--- config.mk ---
export PLATFORM = sky130hd
export DESIGN_NAME = mac_sequencer
export DESIGN_NICKNAME = d
export VERILOG_FILES = /design/src/rtl/mac_sequencer.sv
export SDC_FILE = /design/constraint.sdc
export NUM_CORES = 1
export LEC_CHECK = 0
export CAP_MARGIN = 20
export CORE_ASPECT_RATIO = 1.4
export CORE_MARGIN = 2
export CORE_UTILIZATION = 30
export CTS_CLUSTER_DIAMETER = 60
export DETAILED_ROUTE_END_ITERATION = 12
export PLACE_DENSITY_LB_ADDON = 0.3
export SLEW_MARGIN = 15
export SYNTH_ARGS = -nofsm -noshare
export SYNTH_HDL_FRONTEND = slang
export SYNTH_SLANG_ARGS = --single-unit
--- constraint.sdc ---
create_clock -name clock -period 1.65 [get_ports clock]
set_input_delay 0.165 -clock clock [delete_from_list [all_inputs] [get_ports clock]]
set_output_delay 0.165 -clock clock [all_outputs]
set_load 0.1 [all_outputs]
--- src/rtl/mac_sequencer.sv ---
// Purpose: drives one MAC accumulator through a length-N vector of data/weight pairs, then returns the sum.
// Latency: N+2 cycles from start to out_valid with no bubbles; a zero-length command returns 0 after one cycle.
// Backpressure: in_ready is high only while feeding pairs; out_valid/out_data hold until out_ready.
module mac_sequencer #(
  parameter int DATA_W = 8,
  parameter int ACC_W  = 17,
  parameter int LEN_W  = 8
) (
  input  logic              clock,
  input  logic              reset,
  input  logic              start,
  input  logic [LEN_W-1:0]  len,
  input  logic              in_valid,
  output logic              in_ready,
  input  logic [DATA_W-1:0] in_data,
  input  logic [DATA_W-1:0] in_weight,
  output logic [DATA_W-1:0] mac_data,
  output logic [DATA_W-1:0] mac_weight,
  output logic              mac_enable,
  output logic              mac_clear,
  input  logic [ACC_W-1:0]  mac_result,
  output logic              out_valid,
  input  logic              out_ready,
  output logic [ACC_W-1:0]  out_data,
  output logic              busy,
  output logic              done
);

  typedef enum logic [2:0] {
    IDLE    = 3'd0,
    FEED    = 3'd1,
    SETTLE  = 3'd2,
    CAPTURE = 3'd3,
    OUTPUT  = 3'd4
  } state_t;

  state_t             state, state_nxt;
  logic [LEN_W-1:0]   count, count_nxt;
  logic [DATA_W-1:0]  mac_data_nxt, mac_weight_nxt;
  logic               mac_enable_nxt, mac_clear_nxt;
  logic               out_valid_nxt, done_nxt;
  logic [ACC_W-1:0]   out_data_nxt;
  logic               pair_xfer;

  // Ready and busy decode straight from state so an async reset drops them at once.
  assign in_ready  = (state == FEED);
  assign busy      = (state != IDLE);
  assign pair_xfer = in_valid && in_ready;

  // State and registered-output update; everything returns to zero on reset.
  always_ff @(posedge clock or posedge reset) begin
    if (reset) begin
      state      <= IDLE;
      count      <= '0;
      mac_data   <= '0;
      mac_weight <= '0;
      mac_enable <= 1'b0;
      mac_clear  <= 1'b0;
      out_valid  <= 1'b0;
      out_data   <= '0;
      done       <= 1'b0;
    end else begin
      state      <= state_nxt;
      count      <= count_nxt;
      mac_data   <= mac_data_nxt;
      mac_weight <= mac_weight_nxt;
      mac_enable <= mac_enable_nxt;
      mac_clear  <= mac_clear_nxt;
      out_valid  <= out_valid_nxt;
      out_data   <= out_data_nxt;
      done       <= done_nxt;
    end
  end

  // Next-state and next-output decode; pulses default low, held values default to current.
  always_comb begin
    state_nxt      = state;
    count_nxt      = count;
    mac_data_nxt   = mac_data;
    mac_weight_nxt = mac_weight;
    mac_enable_nxt = 1'b0;
    mac_clear_nxt  = 1'b0;
    out_valid_nxt  = out_valid;
    out_data_nxt   = out_data;
    done_nxt       = 1'b0;

    case (state)
      IDLE: begin
        if (start) begin
          if (len != '0) begin
            count_nxt = len;
            state_nxt = FEED;
          end else begin
            // Empty vector: answer 0 without touching the MAC.
            out_data_nxt  = '0;
            out_valid_nxt = 1'b1;
            state_nxt     = OUTPUT;
          end
        end
      end

      FEED: begin
        if (pair_xfer) begin
          mac_data_nxt   = in_data;
          mac_weight_nxt = in_weight;
          mac_enable_nxt = 1'b1;
          count_nxt      = count - LEN_W'(1);
          if (count == LEN_W'(1)) begin
            state_nxt = SETTLE;
          end
        end
      end

      // Last pair's enable is live this cycle; the MAC adds it at the closing edge.
      SETTLE: begin
        state_nxt = CAPTURE;
      end

      // MAC output is now final: take it and clear the MAC for the next vector.
      CAPTURE: begin
        out_data_nxt  = mac_result;
        out_valid_nxt = 1'b1;
        mac_clear_nxt = 1'b1;
        state_nxt     = OUTPUT;
      end

      OUTPUT: begin
        if (out_valid && out_ready) begin
          out_valid_nxt = 1'b0;
          done_nxt      = 1'b1;
          state_nxt     = IDLE;
        end
      end

      default: begin
        state_nxt = IDLE;
      end
    endcase
  end

endmodule

=== Word level (Yosys, flattened, before mapping) ===
Index checks and enable logic that the tools add are counted.

* Bits in registers: 48
* Input bits: 46
* Output and inout bits: 39
* Logic and storage cells: 56

* $add $sub $neg: 1
* Eq/ne operators: 11
* Muxes and demuxes: 22
* Reduce and logical (&&, ||, !) cells: 13

{| class="wikitable"
|+ Operators by type and width
! cell !! number
|-
| 17-bit two-way mux || 2
|-
| 17-bit one-hot mux with 2 select lines || 1
|-
| 8-bit two-way mux || 3
|-
| 8-bit one-hot mux with 2 select lines || 1
|-
| 3-bit two-way mux || 5
|-
| 3-bit one-hot mux with 5 select lines || 1
|-
| 4-bit AND reduction || 3
|-
| 8-bit by 1-bit equality test with 1-bit output (second input constant) || 1
|-
| 1-bit two-way mux || 8
|-
| 2-bit != test (second input constant) || 4
|-
| 8-bit nonzero test || 1
|-
| 8-bit by 1-bit subtractor with 8-bit output (second input constant) || 1
|-
| 3-bit by 2-bit equality test with 1-bit output (second input constant) || 2
|-
| 3-bit nonzero test || 2
|-
| 2-bit by 1-bit != test with 1-bit output (second input constant) || 2
|-
| 2-bit nonzero test || 2
|-
| 3-bit by 1-bit equality test with 1-bit output (second input constant) || 1
|-
| 3-bit equality test (second input constant) || 1
|-
| 3-bit logical NOT || 1
|-
| 1-bit one-hot mux with 3 select lines || 1
|-
| 3-bit AND reduction || 1
|-
| 1-bit logical AND || 2
|-
| 2-bit AND reduction || 1
|}

=== Longest topological paths before layout ===
Gate-level depths: netlist of run 1.

* Depth in word-level cells: 4
* Gate-level depth with buffers: 8
* Depth with buffers taken out: 6

=== Worst setup path before layout of run 1 ===
No wires, ideal clock.

* Path type: flip-flop to flip-flop
* From: reg state[2]
* To: reg count[6]
* Setup time: 0.126 ns
* Data arrival time: 1.754 ns
* Data required time: 1.524 ns
* Slack: -0.231 ns
* Cell stages (with the launch flop): 8
* Buffers on the path: 3
* Cell sequence: dfrtp_1 -> buf_2 -> or3b_1 -> buf_6 -> clkinv_4 -> buf_4 -> a22oi_1 -> o2bb2a_1

* Cells in the longest elaborated chain, start to end: 4
* Elaborated cells between the ends (all ways): 9
* Classes of those cells: eq/ne (4); mux (1); reduce/logical (4)

{| class="wikitable"
|+ RTL lines
! item !! RTL line !! RTL
|-
| start: declaration || 37 || <nowiki>state_t state, state_nxt;</nowiki>
|-
| start signal: assignment || 63 || <nowiki>state <= state_nxt;</nowiki>
|-
| 3-bit by 1-bit equality test with 1-bit output * || 46 || <nowiki>assign in_ready = (state == FEED);</nowiki>
|-
| via in_ready || 14 || <nowiki>output logic in_ready,</nowiki>
|-
| 1-bit logical AND || 48 || <nowiki>assign pair_xfer = in_valid && in_ready;</nowiki>
|-
| 2-bit by 1-bit != test with 1-bit output (no line) || - ||
|-
| 4-bit AND reduction (no line) || - ||
|-
| end signal: assignment || 64 || <nowiki>count <= count_nxt;</nowiki>
|-
| end: declaration || 38 || <nowiki>logic [LEN_W-1:0] count, count_nxt;</nowiki>
|}

The timed path passes the listed nets; every way through them passes the cells marked *.
A chain may end at the register's enable or synchronous reset.

=== Worst setup path after layout of run 1 ===
* From: reg state[2]
* To: out in_ready

* Cells in the longest elaborated chain, start to end: 1

{| class="wikitable"
|+ RTL lines
! item !! RTL line
|-
| 3-bit by 1-bit equality test with 1-bit output || 46
|-
| end: declaration || 14
|}

Every way passes these cells.

==> flow_summary.json, run 1 <==
{
  "synth_top_cell_by_area": "dfrtp_1",
  "grtUsageTotal": 0.149,
  "worstPathMaxFanout": 4,
  "drive_gt1_frac": 0.392,
  "vias_per_cell": 4.72,
  "fin_skew_ps": 6.77,
  "slowest_delay_ps": 450,
  "htreeDepth": 2,
  "utilization": 0.548,
  "die_w_microns": 74.6,
  "clockRootBuffer": "clkbuf_8",
  "period_share": 1.02,
  "ys_async_sr_fraction": 1.00,
  "die_area_sq_um": 7670,
  "yosysWarnings": 0,
  "core-area_sq_um": 6850,
  "nets": 323,
  "numCtsBuffers": 5,
  "maxCapViolations": 0,
  "wl_microns": 5330,
  "port-buffer-count": 84,
  "start_util": 0.306,
  "dr.pass1.iters": 4,
  "rrSetupSlack_ps": 10,
  "cp_slowest_cell": "or3b_4",
  "grt_pass1_wl_microns": 8670,
  "cts.sinks": 48,
  "vias": 1736,
  "cts_hold_buf": 0,
  "critPathLaunchType": "register",
  "die_y_microns": 103,
  "layout_min_cycle_time_ps": 1690,
  "synth_edf_count": 0,
  "cts_max_path_buffers": 2,
  "ios": 85,
  "drv_slew": 0,
  "cp-end-kind": "output pin",
  "antenna_cells": 0,
  "first_global_vias": 1833,
  "slew_headroom": 0.799,
  "wire_per_inst_microns": 14.5,
  "yosys-top-cells-area": "dfrtp_1, mux2_2, a22o_1",
  "area_growth_syn_to_layout_pct": 79.3,
  "cp.required_ps": 1480,
  "rsz0062_at_grt": "true",
  "synth_most_common_cell": "dfrtp_1",
  "synthDistinctLibCells": 39,
  "crit_arrival_ps": 1520,
  "syn_area_per_cell_sq_um": 12.5,
  "antenna_found_initial": 0,
  "antenna_left": 0,
  "synth_top_area_share": 0.574,
  "status": "finished with violations",
  "synth_nets": 215,
  "hp-class": "in -> async",
  "setup_violations": 1,
  "hold_viol": 0,
  "gp_congestion": 0.826,
  "synth_top_flop_cell": "dfrtp_1",
  "core.rowCount": 36,
  "synth_common_cells": "dfrtp_1, a22o_1, mux2_2, nor2_1, a21oi_1",
  "grt_start_max_net_pins": 49,
  "cts.clk_slew.worst_paths_ps": 80,
  "drtIter0Drc": 111,
  "failed_checks": "negative setup slack",
  "clk_latency_ps": 290,
  "nFillCells": 598,
  "fmax_ghz": 0.593,
  "post-dp-hpwl_microns": 3930,
  "path_class": "reg -> out",
  "crit_chain": "or3b_4 > clkinv_8 > buf_8 > buf_12",
  "ys_seq_elements": 48,
  "cts_tree": "yes",
  "syn_inst": 167,
  "tightest_slew_ps": 299,
  "ys_seq_area_frac": 0.574,
  "drc": 0,
  "fin_ws_ps": -36.4,
  "grt_overflow": 0,
  "netlist_area_sq_um": 2090
}
[state kept, by name, indices dropped and copies added (netlist names)]
signal,cells
mac_clear,1
out_valid,1
mac_enable,1
count,8
state,3
done,1
mac_data,8
out_data,17
mac_weight,8
[layout by cell type, fill, tap and decap left out, drive strengths merged, types with 3 or more instances in the layout]
master         count
nand2              8
buf               64
nand3              6
dfrtp             48
a21oi              8
nor2               9
clkbuf             5
o21ai              4
clkdlybuf4s50     45
mux2              17
a22o              17
nor4               3
a22oi              3
o2bb2a             3
inv                6
a31oi              3
[final timing paths]
path / start / to / depth (start not counted)
min: reset / mac_weight[6] / 3
max reg2reg: state[0] / count[1] / 4
min in group clock: out_ready / done / 3
max in group asynchronous: reset / state[0] / 3
max: state[2] / in_ready / 4
min reg2reg: mac_data[7] / mac_data[7] / 1
[worst max-delay path, delay by kind of cell, from the launching register on]
kind          cells  cell delay [ps]
buf+inv           3              340
simple gates      1              450
flops             1              440
[what timing repair did]
item	4_1_cts	5_1_grt
endpoints found under the setup margin	16	13
buffers inserted	4	0
resized for setup	10	12
hold endpoints to repair	0	0
cloned	0	0
pin swaps	3	2
[cell families (layout without fill, tap and decap cells)]
group           after synthesis  after routing  share of synthesized area
simple gates                 38             38                     0.0999
buf+inv                      15            121                     0.0454
compound gates               46             46                      0.167
fa+ha+maj                     2              2                     0.0120
mux                          17             17                     0.0969
xor+xnor                      1              1                    0.00419
flops                        48             48                      0.574
[metal layers]
metal | GRT usage | up-vias | part of all wire
met5 | 0 | - | 0
met4 | 0.0701 | 0 | 0.032
met3 | 0.0352 | 12 | 0.052
met2 | 0.245 | 58 | 0.53
met1 | 0.184 | 835 | 0.39
li1 | - | 831 | -
[cell type report]
type / count / area [sq um] / share of cell area
multi-input combinational: 104 / 880 / 0.234
inverter: 7 / 38.8 / 0.0103
tap: 95 / 119 / 0.0317
clock buffer: 5 / 68.8 / 0.0183
timing repair buffer: 109 / 1440 / 0.384
sequential: 48 / 1200 / 0.321
[through the flow]
| step | cells | setup TNS [ps] | worst slack (ps) | hold slack (ps) | area, sq um |
|---|---|---|---|---|---|
| 2_1_floorplan | 167 | -185 | -34.0 | 305 | 2150 |
| 3_3_place_gp | 361 | -2390 | -191 | 490 | 3590 |
| 3_5_place_dp | 361 | -3210 | -230 | 497 | 3590 |
| 4_1_cts | 369 | -78.9 | -46.4 | 229 | 3710 |
| 5_1_grt | 368 | -154 | -84.1 | 248 | 3750 |
| 6_report | 368 | -36.4 | -36.4 | 206 | 3750 |
Power of run 1 is not shown: default switching activity piles up to over one toggle a cycle in this logic, so the estimate is an artifact.
==> inputs of run 2 (changes only) <==
==> constraint.sdc (replaced) <==
create_clock -name clock -period 1.4 [get_ports clock]
set_input_delay 0.14 -clock clock [delete_from_list [all_inputs] [get_ports clock]]
set_output_delay 0.14 -clock clock [all_outputs]
set_load 0.1 [all_outputs]
==> flow_summary.json, run 2 (synthesis results as in run 1) <==
{
  "status": "finished with violations",
  "failed_checks": "negative setup slack",
  "die_w_microns": 74.6,
  "cp-end-kind": "output pin",
  "critPathLaunchType": "register",
  "slew_headroom": 0.804,
  "start_util": 0.306,
  "cts.sinks": 48,
  "cp_num_buf_inv": 3,
  "cts_max_path_buffers": 2,
  "cp.required_ps": 1260,
  "whs_ps": 176,
  "slowest_delay_ps": 450,
  "first_global_vias": 1921,
  "layout_min_cycle_time_ps": 1650,
  "crit_chain": "or3b_4 > clkinv_8 > buf_6 > buf_12",
  "vias": 1844,
  "rrSetupSlack_ps": -240,
  "path_class": "reg -> out",
  "antenna_found_initial": 0,
  "dr.pass1.iters": 4,
  "setup_violations": 44,
  "crit_path_start": "state[2]",
  "critPathCapture": "in_ready",
  "drv_slew": 0,
  "cts_tree": "yes",
  "largest_reg_flops": 17,
  "die_y_microns": 103,
  "tightest_slew_ps": 291,
  "ios": 85,
  "placed_cell_area_sq_um": 3730,
  "clk_latency_ps": 300,
  "crit_family": "simple AND/OR/NAND/NOR gates",
  "core-area_sq_um": 6850,
  "post-dp-hpwl_microns": 4050,
  "r2r.worst_path.cells": 5,
  "antenna_left": 0,
  "regMostFlops": "out_data",
  "gp_congestion": 0.824,
  "hp-class": "in -> async",
  "cp_slowest_cell": "or3b_4",
  "htreeDepth": 2,
  "drc": 0,
  "design_area_sq_um": 4070,
  "drive_gt1_frac": 0.457,
  "nets": 347,
  "area_growth_syn_to_layout_pct": 94.4,
  "numCtsBuffers": 5,
  "grt_pass1_wl_microns": 9320,
  "grt_overflow": 0,
  "crit_arrival_ps": 1510,
  "wl_microns": 5650,
  "worstPathMaxFanout": 4,
  "fin_ws_ps": -253,
  "pre_cts_ws_ps": -383,
  "cts.clk_slew.worst_paths_ps": 90,
  "rsz0062_at_grt": "true",
  "clockRootBuffer": "clkbuf_8",
  "port-buffer-count": 84,
  "core.rowCount": 36,
  "drtIter0Drc": 83,
  "period_share": 1.18,
  "vias_per_cell": 4.67,
  "final_cell_mix": "dfrtp_1, clkdlybuf4s50_1, buf_12",
  "maxCapViolations": 0,
  "antenna_cells": 0,
  "fin_skew_ps": 6.61,
  "hold_viol": 0,
  "fmax_ghz": 0.605,
  "die_area_sq_um": 7670,
  "wire_per_inst_microns": 14.3,
  "r2r-start": "state[2]",
  "r2r_end": "count[4]",
  "layout_commonest_cell": "dfrtp_1",
  "grtUsageTotal": 0.159,
  "cp_num_cells": 4,
  "grt_start_max_net_pins": 49
}
-- run 2: changes by cell type in the layout (fill, tap and decap cells not counted), moves of 2 or more --
cell	delta
buf_4	+17
o2bb2a_2	-2
nor3b_2	-2
buf_6	+6
buf_12	+2
-- run 2: how the worst min path moves through the flow --
stage | from | to | slack [ps]
after global placement | count[7] | count[7] | 510
final | reset | mac_weight[6] | 180
after global routing | reset | mac_data[7] | 200
after CTS | reset | mac_weight[6] | 190
after floorplan | mac_result[0] | out_data[0] | 280
after detailed placement | reset | mac_weight[6] | 520
-- run 2: final cells by class --
type,instances,area [sq um]
sequential,48,1200
tap,95,119
inverter,7,38.8
clock buffer,5,68.8
timing repair buffer,133,1660
clock inverter,3,42.5
fill,586,2780
multi-input combinational,104,933
-- run 2: worst reg2reg max path: stages (launching register included) --
cell and delay, ps:
dfrtp_1 420, or3b_4 450, buf_4 190, nor2_1 140, a21oi_1 60, o2bb2a_1 280
-- run 2: layer usage --
| metal | global-route usage | wire length, microns | up-vias | share of wire |
|---|---|---|---|---|
| li1 | - | - | 878 | - |
| met1 | 0.187 | 2090 | 915 | 0.37 |
| met2 | 0.282 | 3170 | 43 | 0.56 |
| met3 | 0.0362 | 274 | 8 | 0.049 |
| met4 | 0.0563 | 113 | 0 | 0.020 |
| met5 | 0 | 0 | - | 0 |
-- run 2: timing repair --
action,in CTS,in global routing
gates resized for setup,20,10
gates cloned,0,0
pin swaps,11,5
endpoints found under the hold margin,0,0
buffers inserted,8,5
endpoints found under the setup margin,47,48
hold buffers,0,0
-- run 2: metrics by stage --
step | util | TNS, ps | std cells
5_1_grt | 0.594 | -9780 | 395
3_3_place_gp | 0.545 | -12700 | 375
2_1_floorplan | - | -7610 | 167
6_report | 0.594 | -7050 | 395
3_5_place_dp | 0.545 | -12650 | 375
4_1_cts | 0.581 | -7200 | 390
Power of run 2 is left out for the same reason.
==> variant 1: new RTL, settings of run 2 <==
`mac_data` and `out_data` no longer have a reset.
--- a/src/rtl/mac_sequencer.sv
+++ b/src/rtl/mac_sequencer.sv
@@ -52,24 +52,25 @@
     if (reset) begin
       state      <= IDLE;
       count      <= '0;
-      mac_data   <= '0;
       mac_weight <= '0;
       mac_enable <= 1'b0;
       mac_clear  <= 1'b0;
       out_valid  <= 1'b0;
-      out_data   <= '0;
       done       <= 1'b0;
     end else begin
       state      <= state_nxt;
       count      <= count_nxt;
-      mac_data   <= mac_data_nxt;
       mac_weight <= mac_weight_nxt;
       mac_enable <= mac_enable_nxt;
       mac_clear  <= mac_clear_nxt;
       out_valid  <= out_valid_nxt;
-      out_data   <= out_data_nxt;
       done       <= done_nxt;
     end
+  end
+
+  always_ff @(posedge clock) begin
+    mac_data <= mac_data_nxt;
+    out_data <= out_data_nxt;
   end
 
   // Next-state and next-output decode; pulses default low, held values default to current.
Behaviour: differs if reset is asserted again (counterexample within 4 cycles, from zero or initial values and one cycle with reset high); with reset held inactive, the same outputs for 10 cycles.
==> variant 1 against run 2 <==
  * The run still ends with negative setup slack left
  * Count of clock-buffer cells in the layout up 1
  * Area after synthesis up 3.2%
  * Cell area up 6.2%
  * Register-to-register slack worse by 0.10 ns
  * Clock skew up 0.0038 ns
  * Setup slack worse by 0.091 ns
  * Synthesized cell count up 6.0%
  * Wire length up 8.7%
  * Sequential cell count unchanged
  * Critical endpoint unchanged
  * Global-route usage up 0.31 points
==> variant 1: results <==
synth:
  ys_types: 47
  synth_edf_count: 25
  synthAdderAreaFrac: 0.01159
  synth.area.top_cells: "edfxtp_1 35%, dfrtp_1 27%, nand2_1 6.1%"
  synth_nets: 225
  yosys.area_share.xor_xnor: 0.004058
timing:
  slew_headroom: 0.7797
  setup_viol: 48
  timing.final.ws_setup_ns: -0.3434
  skew_ns: 0.01044
critical_path:
  arrival_ns: 1.60
  reg2reg_depth: 9
  critical_path.top_delay_family: "buffers and inverters"
  r2r_end: "count[5]"
grt:
  grt_max_degree: 24
  grt_pass1_wl_mm: 9.756
  grt_use_total: 0.1626
  grtUsageMet3: 0.04360
  met2_usage: 0.2801
  met1_usage: 0.1794
drt:
  wl_met3_um: 280
  wl_met2_mm: 3.524
  wl_per_cell_um: 14.93
  drt_iter0_drc: 50
run_status:
  failed_checks: "negative setup slack"
  status: "complete, but fails checks"
finish:
  finalNonFillerCells: 411
pwr:
  finalPower_mw: 9.830
place:
  dp_hpwl_mm: 4.281
[variant 1: worst min-delay path, stage by stage]
cell	delay (ns)
clkdlybuf4s50_1	0.39
inv_1	0.05
buf_4	0.31
[variant 1: through the flow]
step | util | area (um^2) | TNS (ns)
detailed placement | 0.5538 | 3866 | -22.60
floorplan | - | 2216 | -17.72
global route | 0.6186 | 4319 | -16.08
CTS | 0.5993 | 4184 | -13.02
global placement | 0.5538 | 3866 | -20.64
finish | 0.6186 | 4319 | -13.42
[variant 1: area by class of cell]
type / instances / area, um^2
Tap cell: 95 / 118.9
Fill cell: 527 / 2663
Sequential cell: 48 / 1330
Timing Repair Buffer: 139 / 1769
Multi-Input combinational cell: 115 / 945.9
Clock buffer: 6 / 72.57
Clock inverter: 2 / 35.03
Inverter: 6 / 47.55
[variant 1: what timing repair did]
item,in CTS,in global routing
resized for setup,26,33
endpoints found under the setup margin,65,65
buffers inserted,11,3
pin swaps,17,11
cloned,1,1
endpoints found under the hold margin,0,0
==> variant 2: new RTL, config.mk and constraints of run 2 <==
Made on the original files. `LEN_W`: 8 -> 16.
--- a/src/rtl/mac_sequencer.sv
+++ b/src/rtl/mac_sequencer.sv
@@ -4,7 +4,7 @@
 module mac_sequencer #(
   parameter int DATA_W = 8,
   parameter int ACC_W  = 17,
-  parameter int LEN_W  = 8
+  parameter int LEN_W  = 16
 ) (
   input  logic              clock,
   input  logic              reset,
Ports: changed (resized len); port bits go from 85 to 93. The function was not compared with the original's and may differ.
==> variant 2 against run 2 <==
  * The run still ends with negative setup slack left
  * Setup slack got worse by 0.30 ns
  * Area after synthesis rose by 26%
  * Core utilization grew 4.0 points
  * Wire length rose by 70%
  * Cell area rose by 33%
  * Clock skew is 0.0014 ns higher
  * Count of clock-buffer cells in the layout up 1
  * Non-clock buffer count is 55 higher
  * Sequential cell count rose by 8
  * Critical path depth rose by 2
  * Highest routed layer unchanged
Power is left out: the tool's default activity adds up to more than one toggle a clock period on the data nets, which glitch-free logic cannot reach.
==> variant 2: results <==
run_status:
  status: "complete, but fails checks"
  failed_checks: "negative setup slack"
drt:
  wl_per_cell_um: 17.40
  viasPerCell: 5.098
  drt_iter0_drc: 135
  drc: 0
  drtPass1Iterations: 4
grt:
  grt_pass1_vias: 2924
  antenna_found_initial: 0
  grt_use_total: 0.1893
  grt_max_degree: 27
  grt_pass1_wl_mm: 14.41
critical_path:
  slowest_stage: "or4b_4"
  reg2reg_depth: 6
  startpoint: "count[0]"
  worst-path-max-fanout: 3
  arrival_ns: 2.14
  cpPeakStageDelay_ns: 0.51
  crit_end: "count[14]"
clock_tree:
  cts-root-buf: "clkbuf_16"
  numCtsBuffers: 5
  cts_max_level: 2
  path_clk_slew_ns: 0.08
  cts.path.max_buffers: 2
  clkLatencyLatePin_ns: 0.30
  cts_hold_buf: 0
finish:
  nFillCells: 627
  largestRegisters: "out_data (17), count (16)"
  nets: 500
  finalNonFillerCells: 550
  drive_gt1_frac: 0.5011
  diodes: 0
place:
  dp_hpwl_mm: 6.076
  gp_congestion: 0.8941
  placed_cell_area_um2: 4652
  portBuffers: 92
  dpl.cell_count: 508
  post-place-ws_ns: -0.5772
synth:
  synth_nets: 318
  synthArstFlopShare: 1.000
  synthTopCellsByCount: "62 x nand2_1, 56 x dfrtp_1, 17 x a22o_1"
  synth_edf_count: 0
  ys_seq_area_frac: 0.5336
  syn_avg_cell_area_um2: 10.02
  synth.area.top_cells: "dfrtp_1 53%, nand2_1 8.9%, a22o_1 5.7%"
  ys_warn_count: 0
  ys_types: 47
  ys.flop_type: "dfrtp_1"
timing:
  setup_viol: 42
  slew_headroom: 0.7722
  timing.final.ws_setup_ns: -0.5531
  skew_ns: 0.007994
hold_path:
  hp-class: "in2async"
[variant 2: cell types whose count changed in the layout (fill, tap and decap cells not counted), moves of 7 or more]
cell	change
nand2_2	+15
buf_4	+23
dfrtp_1	+7
nand2_1	+39
buf_6	+16
mux2_2	-13
clkdlybuf4s50_1	-8
[variant 2: worst max-delay path: cells and delay by family, from the launching register on]
kind | cells | cell delay, ns
AO/OA/AOI/OAI | 2 | 0.40
adder cells (fa/ha/maj) | 1 | 0.17
buffers and inverters | 1 | 0.07
flip-flops | 1 | 0.39
AND/OR/NAND/NOR | 2 | 0.79
[variant 2: how the worst min path moves through the flow]
stage	start	to	slack, ns
global route	reset	count[0]	0.18
detailed placement	reset	mac_enable	0.48
floorplan	reset	count[0]	0.22
finish	reset	count[0]	0.15
global placement	reset	mac_enable	0.48
CTS	reset	count[1]	0.16
[variant 2: cells by family after synthesis]
logic type / Yosys count / synth area share
buffers and inverters: 20 / 0.04430
adders and majority gates: 2 / 0.009527
AOI/OAI and AO/OA: 62 / 0.1763
and+or+nand+nor: 118 / 0.2196
xor gates and xnor gates: 1 / 0.003336
DFF: 56 / 0.5336
muxes: 3 / 0.01334
[variant 2: metal layers]
metal	share of wire	track usage	vias up
met5	0	0	-
met4	0.038	0.09945	0
met3	0.050	0.04686	32
met2	0.55	0.3435	97
met1	0.36	0.2033	1360
li1	-	-	1315
[variant 2: stage by stage]
step                TNS (ns)    util
finish                -7.208  0.6342
global route          -9.131  0.6342
CTS                   -6.078  0.6035
detailed placement    -21.24  0.5436
global placement      -20.36  0.5436
floorplan             -7.537       -
[variant 2: layout make-up]
class / count / area (um^2) / share of cell area
Tap cell: 105 / 131.4 / 0.02420
Inverter: 6 / 32.53 / 0.005994
Clock inverter: 2 / 13.76 / 0.002536
Multi-Input combinational cell: 187 / 1478 / 0.2722
Clock buffer: 6 / 138.9 / 0.02559
Sequential cell: 56 / 1404 / 0.2586
Timing Repair Buffer: 188 / 2230 / 0.4108
[variant 2: what timing repair did]
| action | in CTS | in global routing |
|---|---|---|
| gates resized for setup | 77 | 63 |
| buffers inserted | 18 | 14 |
| endpoints found under the setup margin | 39 | 55 |
| pin swaps | 29 | 30 |
| cloned | 3 | 4 |
